### src/rtl/core_mem_port_if.sv
`default_nettype none
// +--------------------------------------------------------------------------+
// | core_mem_port_if                                                         |
// | Core request/response bundle plus the core's sh_mem lane.                |
// | Rev 1.0 - initial release                                                |
// +--------------------------------------------------------------------------+
interface core_mem_port_if #(
  parameter int ADDR_SIZE = 12,
  parameter int REG_SIZE  = 8
);
  logic                 req_valid;
  logic                 req_ready;
  logic                 req_we;
  logic [ADDR_SIZE-1:0] req_addr;
  logic [REG_SIZE-1:0]  req_wdata;
  logic                 resp_valid;
  logic [REG_SIZE-1:0]  resp_rdata;
  logic                 idle;
  logic                 err;
  logic [1:0]           mem_enable;
  logic [ADDR_SIZE-1:0] mem_addr;
  logic [REG_SIZE-1:0]  mem_wr_data;
  logic [REG_SIZE-1:0]  mem_rd_data;
  logic                 mem_ready;

  // Port-side view: the memory port itself.
  modport slave (
    input  req_valid, req_we, req_addr, req_wdata, mem_rd_data, mem_ready,
    output req_ready, resp_valid, resp_rdata, idle, err,
           mem_enable, mem_addr, mem_wr_data
  );

  // Driver-side view: the core and sh_mem together.
  modport master (
    output req_valid, req_we, req_addr, req_wdata, mem_rd_data, mem_ready,
    input  req_ready, resp_valid, resp_rdata, idle, err,
           mem_enable, mem_addr, mem_wr_data
  );
endinterface
`default_nettype wire

### src/rtl/core_mem_port.sv
`default_nettype none
// +--------------------------------------------------------------------------+
// | core_mem_port                                                            |
// | Per-core request FIFO feeding one sh_mem lane; optional request timeout  |
// | enabled by defining MEM_PORT_TIMEOUT_EN.                                 |
// | Rev 1.0 - initial release                                                |
// +--------------------------------------------------------------------------+
module core_mem_port #(
  parameter int ADDR_SIZE = 12,
  parameter int REG_SIZE  = 8,
  parameter int DEPTH     = 4,
  parameter int TIMEOUT   = 255
) (
  input  wire logic      clk,
  input  wire logic      reset,
  core_mem_port_if.slave bus
);
  localparam int PTR_W = $clog2(DEPTH);
  localparam int CNT_W = PTR_W + 1;
  localparam logic [1:0] EN_NONE  = 2'b00;
  localparam logic [1:0] EN_READ  = 2'b01;
  localparam logic [1:0] EN_WRITE = 2'b10;

  if (DEPTH < 2 || (DEPTH & (DEPTH - 1)) != 0 || TIMEOUT < 1) begin : g_param_check
    $error("core_mem_port: DEPTH must be a power of two >= 2 and TIMEOUT >= 1");
  end

`ifdef MEM_PORT_TIMEOUT_EN
  localparam int WAIT_W = $clog2(TIMEOUT + 1);
  typedef enum logic [1:0] {S_IDLE = 2'd0, S_ISSUE = 2'd1, S_TMO = 2'd2} state_t;
  logic [WAIT_W-1:0] wait_q;
  logic              err_q;
`else
  typedef enum logic [1:0] {S_IDLE = 2'd0, S_ISSUE = 2'd1} state_t;
`endif

  state_t               state_q;
  logic [PTR_W-1:0]     wr_ptr_q, wr_ptr_d, rd_ptr_q, rd_ptr_d, nxt_ptr;
  logic [CNT_W-1:0]     count_q, count_d;
  logic                 fifo_we_q    [DEPTH];
  logic [ADDR_SIZE-1:0] fifo_addr_q  [DEPTH];
  logic [REG_SIZE-1:0]  fifo_wdata_q [DEPTH];
  logic [1:0]           mem_enable_q;
  logic [ADDR_SIZE-1:0] mem_addr_q;
  logic [REG_SIZE-1:0]  mem_wr_data_q;
  logic                 resp_valid_q;
  logic [REG_SIZE-1:0]  resp_rdata_q;

  logic                 full, push, pop, more, bypass;
  logic                 nx_we;
  logic [ADDR_SIZE-1:0] nx_addr;
  logic [REG_SIZE-1:0]  nx_wdata;

  assign full = (count_q == CNT_W'(DEPTH));
  assign push = bus.req_valid && !full;
`ifdef MEM_PORT_TIMEOUT_EN
  assign pop  = ((state_q == S_ISSUE) && bus.mem_ready) || (state_q == S_TMO);
`else
  assign pop  = (state_q == S_ISSUE) && bus.mem_ready;
`endif

  // Entries left after this cycle's pop; with one entry stored, a same-cycle
  // push becomes the next head and is forwarded straight from the request.
  assign more     = (count_q > CNT_W'(1)) || push;
  assign bypass   = (count_q == CNT_W'(1));
  assign nxt_ptr  = rd_ptr_q + PTR_W'(1);
  assign nx_we    = bypass ? bus.req_we    : fifo_we_q[nxt_ptr];
  assign nx_addr  = bypass ? bus.req_addr  : fifo_addr_q[nxt_ptr];
  assign nx_wdata = bypass ? bus.req_wdata : fifo_wdata_q[nxt_ptr];

  always_comb begin
    wr_ptr_d = wr_ptr_q;
    rd_ptr_d = rd_ptr_q;
    count_d  = count_q;
    if (push) wr_ptr_d = wr_ptr_q + PTR_W'(1);
    if (pop)  rd_ptr_d = nxt_ptr;
    count_d = count_q + CNT_W'(push) - CNT_W'(pop);
  end

  always_ff @(posedge clk or negedge reset) begin
    if (!reset) begin
      wr_ptr_q <= '0;
      rd_ptr_q <= '0;
      count_q  <= '0;
    end else begin
      wr_ptr_q <= wr_ptr_d;
      rd_ptr_q <= rd_ptr_d;
      count_q  <= count_d;
    end
  end

  always_ff @(posedge clk) begin
    if (push) begin
      fifo_we_q[wr_ptr_q]    <= bus.req_we;
      fifo_addr_q[wr_ptr_q]  <= bus.req_addr;
      fifo_wdata_q[wr_ptr_q] <= bus.req_wdata;
    end
  end

  always_ff @(posedge clk or negedge reset) begin
    if (!reset) begin
      state_q       <= S_IDLE;
      mem_enable_q  <= EN_NONE;
      mem_addr_q    <= '0;
      mem_wr_data_q <= '0;
      resp_valid_q  <= 1'b0;
      resp_rdata_q  <= '0;
`ifdef MEM_PORT_TIMEOUT_EN
      wait_q        <= '0;
      err_q         <= 1'b0;
`endif
    end else begin
      resp_valid_q <= 1'b0;
      case (state_q)
        S_IDLE: begin
          if (count_q != '0) begin
            state_q       <= S_ISSUE;
            mem_enable_q  <= fifo_we_q[rd_ptr_q] ? EN_WRITE : EN_READ;
            mem_addr_q    <= fifo_addr_q[rd_ptr_q];
            mem_wr_data_q <= fifo_wdata_q[rd_ptr_q];
`ifdef MEM_PORT_TIMEOUT_EN
            wait_q        <= '0;
`endif
          end
        end
        S_ISSUE: begin
          if (bus.mem_ready) begin
            if (mem_enable_q == EN_READ) begin
              resp_valid_q <= 1'b1;
              resp_rdata_q <= bus.mem_rd_data;
            end
          end
`ifdef MEM_PORT_TIMEOUT_EN
          else if (wait_q == WAIT_W'(TIMEOUT - 1)) begin
            state_q      <= S_TMO;
            mem_enable_q <= EN_NONE;
            err_q        <= 1'b1;
            if (mem_enable_q == EN_READ) begin
              resp_valid_q <= 1'b1;
              resp_rdata_q <= '0;
            end
          end else begin
            wait_q <= wait_q + WAIT_W'(1);
          end
`endif
        end
        default: ;
      endcase
      // Retiring the head overrides the per-state updates above.
      if (pop) begin
        if (more) begin
          state_q       <= S_ISSUE;
          mem_enable_q  <= nx_we ? EN_WRITE : EN_READ;
          mem_addr_q    <= nx_addr;
          mem_wr_data_q <= nx_wdata;
`ifdef MEM_PORT_TIMEOUT_EN
          wait_q        <= '0;
`endif
        end else begin
          state_q      <= S_IDLE;
          mem_enable_q <= EN_NONE;
        end
      end
    end
  end

  assign bus.req_ready   = !full;
  assign bus.resp_valid  = resp_valid_q;
  assign bus.resp_rdata  = resp_rdata_q;
  assign bus.idle        = (state_q == S_IDLE) && (count_q == '0);
  assign bus.mem_enable  = mem_enable_q;
  assign bus.mem_addr    = mem_addr_q;
  assign bus.mem_wr_data = mem_wr_data_q;
`ifdef MEM_PORT_TIMEOUT_EN
  assign bus.err         = err_q;
`else
  assign bus.err         = 1'b0;
`endif

endmodule
`default_nettype wire

### src/flat_wrapper.sv
// flat-port wrapper written by rule: the top's interface ports become plain ports
module core_mem_port_flat 
#(
  parameter int ADDR_SIZE = 12,
  parameter int REG_SIZE  = 8,
  parameter int DEPTH     = 4,
  parameter int TIMEOUT   = 255
)
  (clk, reset, bus_req_valid, bus_req_we, bus_req_addr, bus_req_wdata, bus_mem_rd_data, bus_mem_ready, bus_req_ready, bus_resp_valid, bus_resp_rdata, bus_idle, bus_err, bus_mem_enable, bus_mem_addr, bus_mem_wr_data);
  core_mem_port_if #(.ADDR_SIZE(ADDR_SIZE), .REG_SIZE(REG_SIZE)) bus_i ();
  input  wire logic clk;
  input  wire logic reset;
  input wire logic [$bits(bus_i.req_valid)-1:0] bus_req_valid;
  input wire logic [$bits(bus_i.req_we)-1:0] bus_req_we;
  input wire logic [$bits(bus_i.req_addr)-1:0] bus_req_addr;
  input wire logic [$bits(bus_i.req_wdata)-1:0] bus_req_wdata;
  input wire logic [$bits(bus_i.mem_rd_data)-1:0] bus_mem_rd_data;
  input wire logic [$bits(bus_i.mem_ready)-1:0] bus_mem_ready;
  output wire logic [$bits(bus_i.req_ready)-1:0] bus_req_ready;
  output wire logic [$bits(bus_i.resp_valid)-1:0] bus_resp_valid;
  output wire logic [$bits(bus_i.resp_rdata)-1:0] bus_resp_rdata;
  output wire logic [$bits(bus_i.idle)-1:0] bus_idle;
  output wire logic [$bits(bus_i.err)-1:0] bus_err;
  output wire logic [$bits(bus_i.mem_enable)-1:0] bus_mem_enable;
  output wire logic [$bits(bus_i.mem_addr)-1:0] bus_mem_addr;
  output wire logic [$bits(bus_i.mem_wr_data)-1:0] bus_mem_wr_data;
  assign bus_i.req_valid = bus_req_valid;
  assign bus_i.req_we = bus_req_we;
  assign bus_i.req_addr = bus_req_addr;
  assign bus_i.req_wdata = bus_req_wdata;
  assign bus_i.mem_rd_data = bus_mem_rd_data;
  assign bus_i.mem_ready = bus_mem_ready;
  assign bus_req_ready = bus_i.req_ready;
  assign bus_resp_valid = bus_i.resp_valid;
  assign bus_resp_rdata = bus_i.resp_rdata;
  assign bus_idle = bus_i.idle;
  assign bus_err = bus_i.err;
  assign bus_mem_enable = bus_i.mem_enable;
  assign bus_mem_addr = bus_i.mem_addr;
  assign bus_mem_wr_data = bus_i.mem_wr_data;
  core_mem_port #(.ADDR_SIZE(ADDR_SIZE), .REG_SIZE(REG_SIZE), .DEPTH(DEPTH), .TIMEOUT(TIMEOUT)) u_core (.clk(clk), .reset(reset), .bus(bus_i));
endmodule
### config.mk
export PLATFORM = sky130hd
export DESIGN_NAME = core_mem_port_flat
export DESIGN_NICKNAME = d
export VERILOG_FILES = /design/src/rtl/core_mem_port_if.sv /design/src/rtl/core_mem_port.sv /design/src/flat_wrapper.sv
export SDC_FILE = /design/constraint.sdc
export NUM_CORES = 1
export LEC_CHECK = 0
export ABC_AREA = 1
export CAP_MARGIN = 20
export CORE_ASPECT_RATIO = 0.6
export CORE_MARGIN = 2
export CORE_UTILIZATION = 45
export CTS_BUF_LIST = sky130_fd_sc_hd__clkbuf_4 sky130_fd_sc_hd__clkbuf_8
export CTS_CLUSTER_SIZE = 16
export DETAILED_ROUTE_END_ITERATION = 16
export PLACE_DENSITY = 0.66
export SYNTH_ARGS = -nofsm -noshare
export SYNTH_HDL_FRONTEND = slang
export SYNTH_SLANG_ARGS = --single-unit
export TNS_END_PERCENT = 5
### constraint.sdc
create_clock -name clk -period 4.6 [get_ports clk]
set_input_delay 0.92 -clock clk [delete_from_list [all_inputs] [get_ports clk]]
set_output_delay 0.92 -clock clk [all_outputs]
set_load 0.03 [all_outputs]
==> metrics.csv, run 1 <==
stage,metric,value,unit
synth,netlist.top_cell.by_area,edfxtp_1,
critical_path,crit_top_cell,nor2_1,
critical_path,cp-end-kind,output pin,
grt,grt_pass1_wl,23300,microns
timing,fmaxAchievable,346,MHz
clock_network,ctsResizeCount,0,
clock_network,insertion_delay,0.44,ns
synth,synth_fp_nets,702,
route,drt_iter0_drc,390,
critical_path,worstSetupStartpointType,register,
synth,synth-edff-count,84,
synth,synth_top_cell_area_share,41.9,%
clock_network,cts_max_level,4,
critical_path,crit_fanout,3,
timing,drv_slew,0,
timing,maxSlewHeadroom,38.6,%
synth,synth_compound_area_share,13.5,%
synth,synth_mux_area_share,0,%
synth,synthAdderAreaFrac,1.79,%
route,vias_per_cell,5.30,
critical_path,worstPathArrival,1.97,ns
synth,yosysWarnings,0,
clock_network,cts_tree,yes,
route,drcViolationCount,0,
synth,ys.flop_type,edfxtp_1,
floorplanning,ios,67,
synth,synthXorXnorAreaFrac,0.437,%
synth,async_reset_ff_share,31.7,%
finish,drive_gt1_share,7.82,%
finish,antenna_cells,0,
clock_network,cts_sinks,123,
floorplanning,initial_core_util,46.5,%
critical_path,worstPathCellList,nor2_1 > nand2_1 > nor2_1 > clkdlybuf4s50_1,
timing,tightest_slew,0.919,ns
outcome,status,finished clean,
placement,place_inst,866,
finish,fillers,1102,
timing,rsz0062_at_grt,no,
floorplanning,design.core.area,12900,sq um
power,p_per_area,705,nW/um^2
critical_path,slowest_delay,0.71,ns
timing,min_period,2.89,ns
finish,fin_nets,757,
synth,seq_area_frac_synth,58.1,%
timing,finalHoldViolCount,0,
timing,setup_viol,0,
finish,fin_util,55.0,%
placement,dpl.hpwl,8500,microns
grt,grt_antenna_before_repair,0,
synth,synth_common_cells,"nand2_1 (207), edfxtp_1 (84), a21oi_1 (63)",
power,p_leak,3.00,nW
grt,grt_max_degree,92,
synth,synth_top_family_by_area,simple AND/OR/NAND/NOR gates,
power,ir_worst_vdd,0.347,mV
floorplanning,row_count,32,
floorplanning,die_area,14300,sq um
route,wl_per_cell,16.2,microns
timing,holdWs,0.329,ns
grt,grt_usage,21.4,%
finish,fin_cells,899,
floorplanning,fp.dieH,93.6,microns
synth,syn-cell-area,6020,sq um
clock_network,postCtsSetupBuffers,0,
clock_network,clk_pin_slew,0.07,ns
synth,syn_inst,661,
synth,ys_top_cells_by_area,"edfxtp_1 (42%), dfrtp_1 (16%), nand2_1 (13%), a21oi_1 (5.2%), o21ai_0 (3.8%)",
job,max_cap_viol_count,0,
clock_network,cts-root-buf,clkbuf_8,
timing,setup_tns,0,ns
synth,ys_types,29,
timing,skew,0.0111,ns
clock_network,clockBufferDepth,2,
clock_network,holdBufCountCts,0,
route,drtAntennaViolNets,0,
synth,avgSynthCellArea,9.10,sq um
route,dr.pass1.iters,5,
grt,overflow,0,
route,detail_route.wirelength,14600,microns
critical_path,cp.required,3.68,ns
placement,place.gp.congestion,0.769,
critical_path,slowest_stage,clkdlybuf4s50_1,
hold_path,hold_class,input pin to asynchronous set/reset pin,
critical_path,worstSetupPathType,register to output pin,
synth,yosysMostFrequentCell,nand2_1,
timing,fin_crit_sh,62.8,%
clock_network,numCtsBuffers,17,
grt,grt_pass1_vias,4522,
finish,area_growth_syn_to_layout,18.2,%
floorplanning,fp.dieW,153,microns
placement,io_buffer_count,65,
synth,synthSimpleGateAreaFrac,18.7,%
synth,ys_seq_elements,123,
route,route.vias.total,4762,
[per-stage QoR]
stage                     area (sq um)  total power, W  setup WS (ns)
after global routing              7110         0.00538           1.67
final                             7110         0.00502           1.71
after global placement            6710         0.00403           1.69
after detailed placement          6710         0.00411           1.61
after floorplan                   6020         0.00341           2.27
after CTS                         7090         0.00504           1.69
[cell usage in the layout (no fill, tap or decap), types with 3 or more instances in the layout]
cell type / synthesis / layout
clkdlybuf4s50_1: 0 / 64
o2111ai_1: 7 / 7
nand3_1: 14 / 14
inv_2: 3 / 3
nand2_2: 5 / 5
nor2_2: 0 / 4
dfrtp_1: 39 / 38
clkinv_2: 0 / 5
ha_1: 7 / 7
edfxtp_1: 84 / 84
a21oi_1: 63 / 63
inv_1: 54 / 54
clkbuf_8: 0 / 18
o211ai_1: 18 / 18
buf_4: 8 / 6
o21ai_1: 11 / 11
o21ai_0: 46 / 46
nand2_1: 207 / 207
nor2_1: 54 / 50
clkbuf_4: 0 / 4
[report_power, final]
group | total [W] | switching, W | internal (W) | leakage, nW
registers | 0.00170 | 0.000171 | 0.00153 | 1.23
logic | 0.00239 | 0.00160 | 0.000792 | 1.57
clock network | 0.000922 | 0.000411 | 0.000511 | 0.199
[sequential cells by signal, summed over array words and instances (netlist names)]
register	count
u_core.bus.resp_rdata	8
u_core.bus.resp_valid	1
u_core.rd_ptr_q	2
u_core.fifo_we_q	4
u_core.fifo_addr_q	48
u_core.count_q	3
u_core.bus.mem_enable	2
u_core.state_q	1
u_core.fifo_wdata_q	32
u_core.bus.mem_addr	12
u_core.wr_ptr_q	2
u_core.bus.mem_wr_data	8
[cell type report]
cell class / instances / area [sq um] / share of cell area [%]
sequential: 123 / 3500 / 49.2
inverter: 59 / 226 / 3.18
clock inverter: 10 / 100 / 1.41
multi-input combinational: 443 / 2080 / 29.3
tap: 170 / 213 / 2.99
timing repair buffer: 72 / 711 / 9.99
clock buffer: 22 / 278 / 3.91
[metal layers]
layer	GRT usage, %	wire [microns]
met1	30.3	6930
met2	31.7	6280
met3	6.21	1170
met4	6.64	191
met5	0	0
[worst max-delay path: cells and delay by family (launching register included)]
kind,cells,cell delay (ns)
buffers and inverters,1,0.71
and+or+nand+nor,3,0.42
DFF,1,0.41
[final timing paths]
path | start | cells after the start | end | slack [ns]
worst max-delay path | u_core.count_q[2] | 4 | bus_idle | 1.71
worst min-delay path | reset | 1 | u_core.bus.resp_rdata[2] | 0.33
worst max register to register | u_core.count_q[2] | 8 | u_core.bus.mem_enable[1] | 1.94
worst min register to register | u_core.bus.resp_rdata[2] | 2 | u_core.bus.resp_rdata[2] | 0.47
max in group asynchronous | reset | 2 | u_core.rd_ptr_q[0] | 3.80
min in group clk | u_core.bus.resp_rdata[2] | 2 | u_core.bus.resp_rdata[2] | 0.47
[logic make-up after synthesis]
kind of cell               Yosys count
AOI/OAI and AO/OA                  147
xor gates and xnor gates             3
adders and majority gates            8
buffers and inverters               95
DFF                                123
other                                1
and+or+nand+nor                    284
Power figures use the tool's default switching activity.
==> run 2: changes to the inputs <==
==> constraint.sdc (replaced) <==
create_clock -name clk -period 3 [get_ports clk]
set_input_delay 0.6 -clock clk [delete_from_list [all_inputs] [get_ports clk]]
set_output_delay 0.6 -clock clk [all_outputs]
set_load 0.03 [all_outputs]
==> metrics.csv, run 2 (synthesis results as in run 1) <==
stage,metric,value,unit
power,clockPowerShare,18.2,%
finish,largest_reg_flops,48,
route,wl_per_cell,16.1,microns
job,max_cap_viol_count,0,
placement,io_buffer_count,65,
route,vias_per_cell,5.30,
floorplanning,fp.dieH,93.6,microns
grt,grt_antenna_before_repair,0,
clock_network,postCtsSetupBuffers,0,
route,drt_iter0_drc,413,
finish,mostFrequentLayoutCells,"nand2_1 (207), edfxtp_1 (84), clkdlybuf4s50_1 (64), a21oi_1 (63), inv_1 (54)",
grt,grt_usage,21.3,%
floorplanning,ios,67,
floorplanning,row_count,32,
floorplanning,fp.dieW,153,microns
critical_path,worstSetupStartpointType,register,
timing,setup_viol,0,
clock_network,ctsResizeCount,0,
finish,fin_nets,764,
route,drcViolationCount,0,
clock_network,clk_pin_slew,0.09,ns
timing,fin_crit_sh,84.3,%
finish,fillers,1142,
clock_network,cts-root-buf,clkbuf_8,
grt,grt_pass1_wl,23300,microns
power,switching_share,44.9,%
critical_path,worstSetupPathType,register to output pin,
critical_path,r2r_slack,0.87,ns
power,p_seq_share,34.6,%
critical_path,worstPathCellList,nor2_1 > nand2_1 > nor2_1 > clkdlybuf4s50_1,
timing,setup_tns,0,ns
floorplanning,design.core.area,12900,sq um
power,combPwrFrac,47.2,%
timing,finalHoldViolCount,0,
critical_path,cp-end-kind,output pin,
placement,place_ws,0.604,ns
timing,min_period,2.53,ns
timing,setup_ws,0.470,ns
floorplanning,initial_core_util,46.5,%
critical_path,timing.rr.start,u_core.rd_ptr_q[0],
critical_path,r2r_cells,6,
clock_network,cts_tree,yes,
power,ir_worst_vdd,0.581,mV
timing,fmaxAchievable,395,MHz
power,p_int,0.00427,W
critical_path,slowest_delay,0.70,ns
grt,grt_max_degree,60,
critical_path,cp_num_buf_inv,1,
hold_path,hold_class,input pin to asynchronous set/reset pin,
route,detail_route.wirelength,14600,microns
critical_path,cpLargestDelayFamily,buffers and inverters,
placement,dpl.hpwl,8910,microns
finish,top_register,u_core.fifo_addr_q,
clock_network,cts_max_level,4,
timing,maxSlewHeadroom,47.0,%
critical_path,worstPathArrival,1.93,ns
timing,tightest_slew,0.795,ns
placement,place.gp.congestion,0.765,
timing,drv_slew,0,
route,drtAntennaViolNets,0,
critical_path,crit_fanout,3,
power,p_leak,3.02,nW
floorplanning,die_area,14300,sq um
power,power_switching,0.00347,W
timing,skew,0.0108,ns
route,dr.pass1.iters,5,
finish,area_growth_syn_to_layout,18.9,%
outcome,status,finished clean,
placement,placed_area,6770,sq um
clock_network,cts_sinks,123,
clock_network,clockBufferDepth,2,
clock_network,numCtsBuffers,17,
finish,fin_cells,906,
grt,overflow,0,
critical_path,slowest_stage,clkdlybuf4s50_1,
finish,antenna_cells,0,
clock_network,holdBufCountCts,0,
critical_path,crit_top_cell,nor2_1,
route,route.vias.total,4804,
placement,place_inst,874,
finish,drive_gt1_share,8.97,%
finish,design_area,7150,sq um
critical_path,rr_endpoint,u_core.bus.mem_wr_data[5],
power,p_per_area,1080,nW/um^2
grt,grt_pass1_vias,4521,
finish,layout_commonest_cell,nand2_1,
clock_network,insertion_delay,0.44,ns
critical_path,cp.required,2.40,ns
timing,rsz0062_at_grt,no,
[run 2: area by class of cell]
cell class | count | area (sq um) | area share [%]
Clock buffer | 17 | 234 | 3.27
Multi-Input combinational cell | 443 | 2080 | 29.1
Timing Repair Buffer | 79 | 751 | 10.5
Clock inverter | 15 | 144 | 2.01
Tap cell | 170 | 213 | 2.97
Sequential cell | 123 | 3500 | 48.9
Inverter | 59 | 226 | 3.17
[run 2: power by group through the flow]
stage                     combinational [W]  clock, W  sequential, W
after global routing                0.00406   0.00152        0.00273
after detailed placement            0.00363         0        0.00271
after floorplan                     0.00225         0        0.00298
final                               0.00365   0.00141        0.00268
after global placement              0.00354         0        0.00270
after CTS                           0.00365   0.00144        0.00268
[run 2: worst register-to-register path, delay by kind of cell, from the launching register on]
kind	cells	cell delay, ns
compound gates	1	0.23
flops	1	0.75
simple gates	4	0.45
buf+inv	1	0.59
[run 2: worst max-delay path by stage]
stage | end | startpoint | cells after the start
floorplan | u_core.fifo_addr_q[0][0] | u_core.count_q[0] | 4
finish | bus_idle | u_core.count_q[2] | 4
global placement | u_core.count_q[2] | bus_mem_ready | 8
global route | bus_idle | u_core.count_q[2] | 4
detailed placement | u_core.count_q[2] | bus_mem_ready | 8
CTS | bus_idle | u_core.count_q[2] | 4
[run 2: per-stage QoR]
stage | utilization (%) | hold WS, ns | power, W
2_1_floorplan | - | 0.304 | 0.00523
3_3_place_gp | 52.4 | 0.454 | 0.00624
3_5_place_dp | 52.4 | 0.460 | 0.00634
4_1_cts | 55.3 | 0.115 | 0.00776
5_1_grt | 55.3 | 0.140 | 0.00831
6_report | 55.3 | 0.116 | 0.00774
[run 2: layer usage]
metal | up-vias | part of all wire (%) | global-route usage [%] | routed length, microns
li1 | 2321 | - | - | -
met1 | 2276 | 47 | 29.7 | 6820
met2 | 182 | 44 | 31.8 | 6400
met3 | 25 | 8.1 | 5.47 | 1180
met4 | 0 | 1.5 | 8.56 | 221
met5 | - | 0 | 0 | 0
==> run 3: changes to the inputs <==
--- a/config.mk
+++ b/config.mk
@@ -13,7 +13,7 @@
 export CTS_BUF_LIST = sky130_fd_sc_hd__clkbuf_4 sky130_fd_sc_hd__clkbuf_8
 export CTS_CLUSTER_SIZE = 16
 export DETAILED_ROUTE_END_ITERATION = 16
-export PLACE_DENSITY = 0.66
+export PLACE_DENSITY = 0.69
 export SYNTH_ARGS = -nofsm -noshare
 export SYNTH_HDL_FRONTEND = slang
 export SYNTH_SLANG_ARGS = --single-unit
==> constraint.sdc (replaced) <==
create_clock -name clk -period 2.25 [get_ports clk]
set_input_delay 0.45 -clock clk [delete_from_list [all_inputs] [get_ports clk]]
set_output_delay 0.45 -clock clk [all_outputs]
set_load 0.03 [all_outputs]
==> metrics.csv, run 3 (synthesis results as in run 1) <==
stage,metric,value,unit
grt,grt_antenna_before_repair,0,
placement,placed_area,6870,sq um
grt,grt_usage,21.6,%
hold_path,hold_class,input pin to asynchronous set/reset pin,
clock_network,holdBufCountCts,0,
outcome,status,finished clean,
grt,grt_pass1_vias,4709,
finish,fin_nets,768,
critical_path,crit_fanout,4,
critical_path,worstPathArrival,1.71,ns
grt,overflow,0,
route,drcViolationCount,0,
route,detail_route.wirelength,14900,microns
timing,holdWs,0.104,ns
route,drtAntennaViolNets,0,
grt,grt_pass1_wl,23900,microns
grt,gr-usage-met2,32.8,%
timing,skew,0.0172,ns
timing,maxSlewHeadroom,45.9,%
finish,fillers,1106,
critical_path,cp-end-kind,output pin,
job,max_cap_viol_count,0,
timing,drv_slew,0,
timing,setup_viol,0,
critical_path,cp.required,1.80,ns
power,p_leak,3.08,nW
floorplanning,design.core.area,12900,sq um
route,vias_per_cell,5.33,
placement,place_inst,878,
grt,use_met3,5.42,%
grt,grt_max_degree,59,
clock_network,numCtsBuffers,17,
timing,finalHoldViolCount,0,
placement,dpl.hpwl,9070,microns
power,p_total,0.0107,W
route,dr.pass1.iters,7,
power,p_per_area,1470,nW/um^2
finish,area_growth_syn_to_layout,21.2,%
clock_network,insertion_delay,0.44,ns
critical_path,worstSetupStartpointType,register,
timing,fmaxAchievable,462,MHz
clock_network,cts_tree,yes,
clock_network,clockBufferDepth,2,
clock_network,cts_sinks,123,
timing,fin_crit_sh,96.1,%
grt,busiest_layer,met2,
floorplanning,row_count,32,
placement,io_buffer_count,65,
finish,layout_commonest_cell,nand2_1,
floorplanning,fp.dieW,153,microns
clock_network,clk_pin_slew,0.08,ns
timing,setup_tns,0,ns
floorplanning,fp.dieH,93.6,microns
clock_network,cts-root-buf,clkbuf_8,
placement,place.gp.congestion,0.781,
timing,tightest_slew,0.811,ns
finish,drive_gt1_share,9.46,%
finish,antenna_cells,0,
floorplanning,initial_core_util,46.5,%
timing,min_period,2.16,ns
finish,fin_cells,910,
floorplanning,die_area,14300,sq um
finish,design_area,7290,sq um
power,ir_worst_vdd,0.754,mV
route,wl_per_cell,16.4,microns
clock_network,cts_max_level,4,
route,route.vias.total,4852,
finish,mostFrequentLayoutCells,"nand2_1 (207), edfxtp_1 (84), a21oi_1 (63), clkdlybuf4s50_1 (63), inv_1 (54)",
timing,rsz0062_at_grt,no,
floorplanning,ios,67,
finish,top_register,u_core.fifo_addr_q,
finish,largest_reg_flops,48,
grt,grtUsageMet1,30.0,%
critical_path,worstSetupPathType,register to output pin,
route,drt_iter0_drc,491,
run 3: layout make-up:
cell class / instances / area (sq um) / area share, %
clock inverter: 13 / 176 / 2.42
sequential: 123 / 3500 / 48.0
clock buffer: 19 / 249 / 3.42
multi-input combinational: 443 / 2080 / 28.6
tap: 170 / 213 / 2.92
inverter: 59 / 226 / 3.11
timing repair buffer: 83 / 842 / 11.5
run 3: path summary, 6_finish.rpt:
path / slack [ns] / depth (start not counted) / endpoint / start
worst max-delay path: 0.09 / 3 / bus_req_ready / u_core.count_q[1]
worst min-delay path: 0.10 / 1 / u_core.bus.mem_wr_data[1] / reset
max in group asynchronous: 1.50 / 2 / u_core.bus.mem_addr[1] / reset
worst max register to register: 0.41 / 7 / u_core.count_q[2] / u_core.count_q[1]
min in group clk: 0.49 / 2 / u_core.bus.resp_rdata[7] / u_core.bus.resp_rdata[7]
worst min register to register: 0.49 / 2 / u_core.bus.resp_rdata[7] / u_core.bus.resp_rdata[7]
run 3: power by group:
group          internal (W)  leakage (nW)  switching [W]
Combinational       0.00178          1.64        0.00334
Sequential          0.00312          1.23       0.000354
Clock               0.00122         0.209       0.000893
Total               0.00612          3.08        0.00459
run 3: metrics by stage:
stage               util, %  worst slack [ns]
finish                 56.4            0.0867
global route           56.4            0.0234
CTS                    56.4            0.0688
detailed placement     53.1             0.150
global placement       53.1             0.201
floorplan                 -             0.204
run 3: worst max-delay path: stages, from the launching register on:
cell,delay (ns)
dfrtp_1,0.39
inv_1,0.16
nand3_2,0.12
clkdlybuf4s50_1,0.62
run 3: routing by layer:
layer | vias to the layer above | share of wire [%]
li1 | 2329 | -
met1 | 2274 | 46
met2 | 227 | 44
met3 | 22 | 9.1
met4 | 0 | 1.3
met5 | - | 0
run 3: what timing repair did:
item / CTS / global route
gates resized for setup: 1 / 0
setup buffers: 0 / 0
endpoints found under the setup margin: 1 / 0
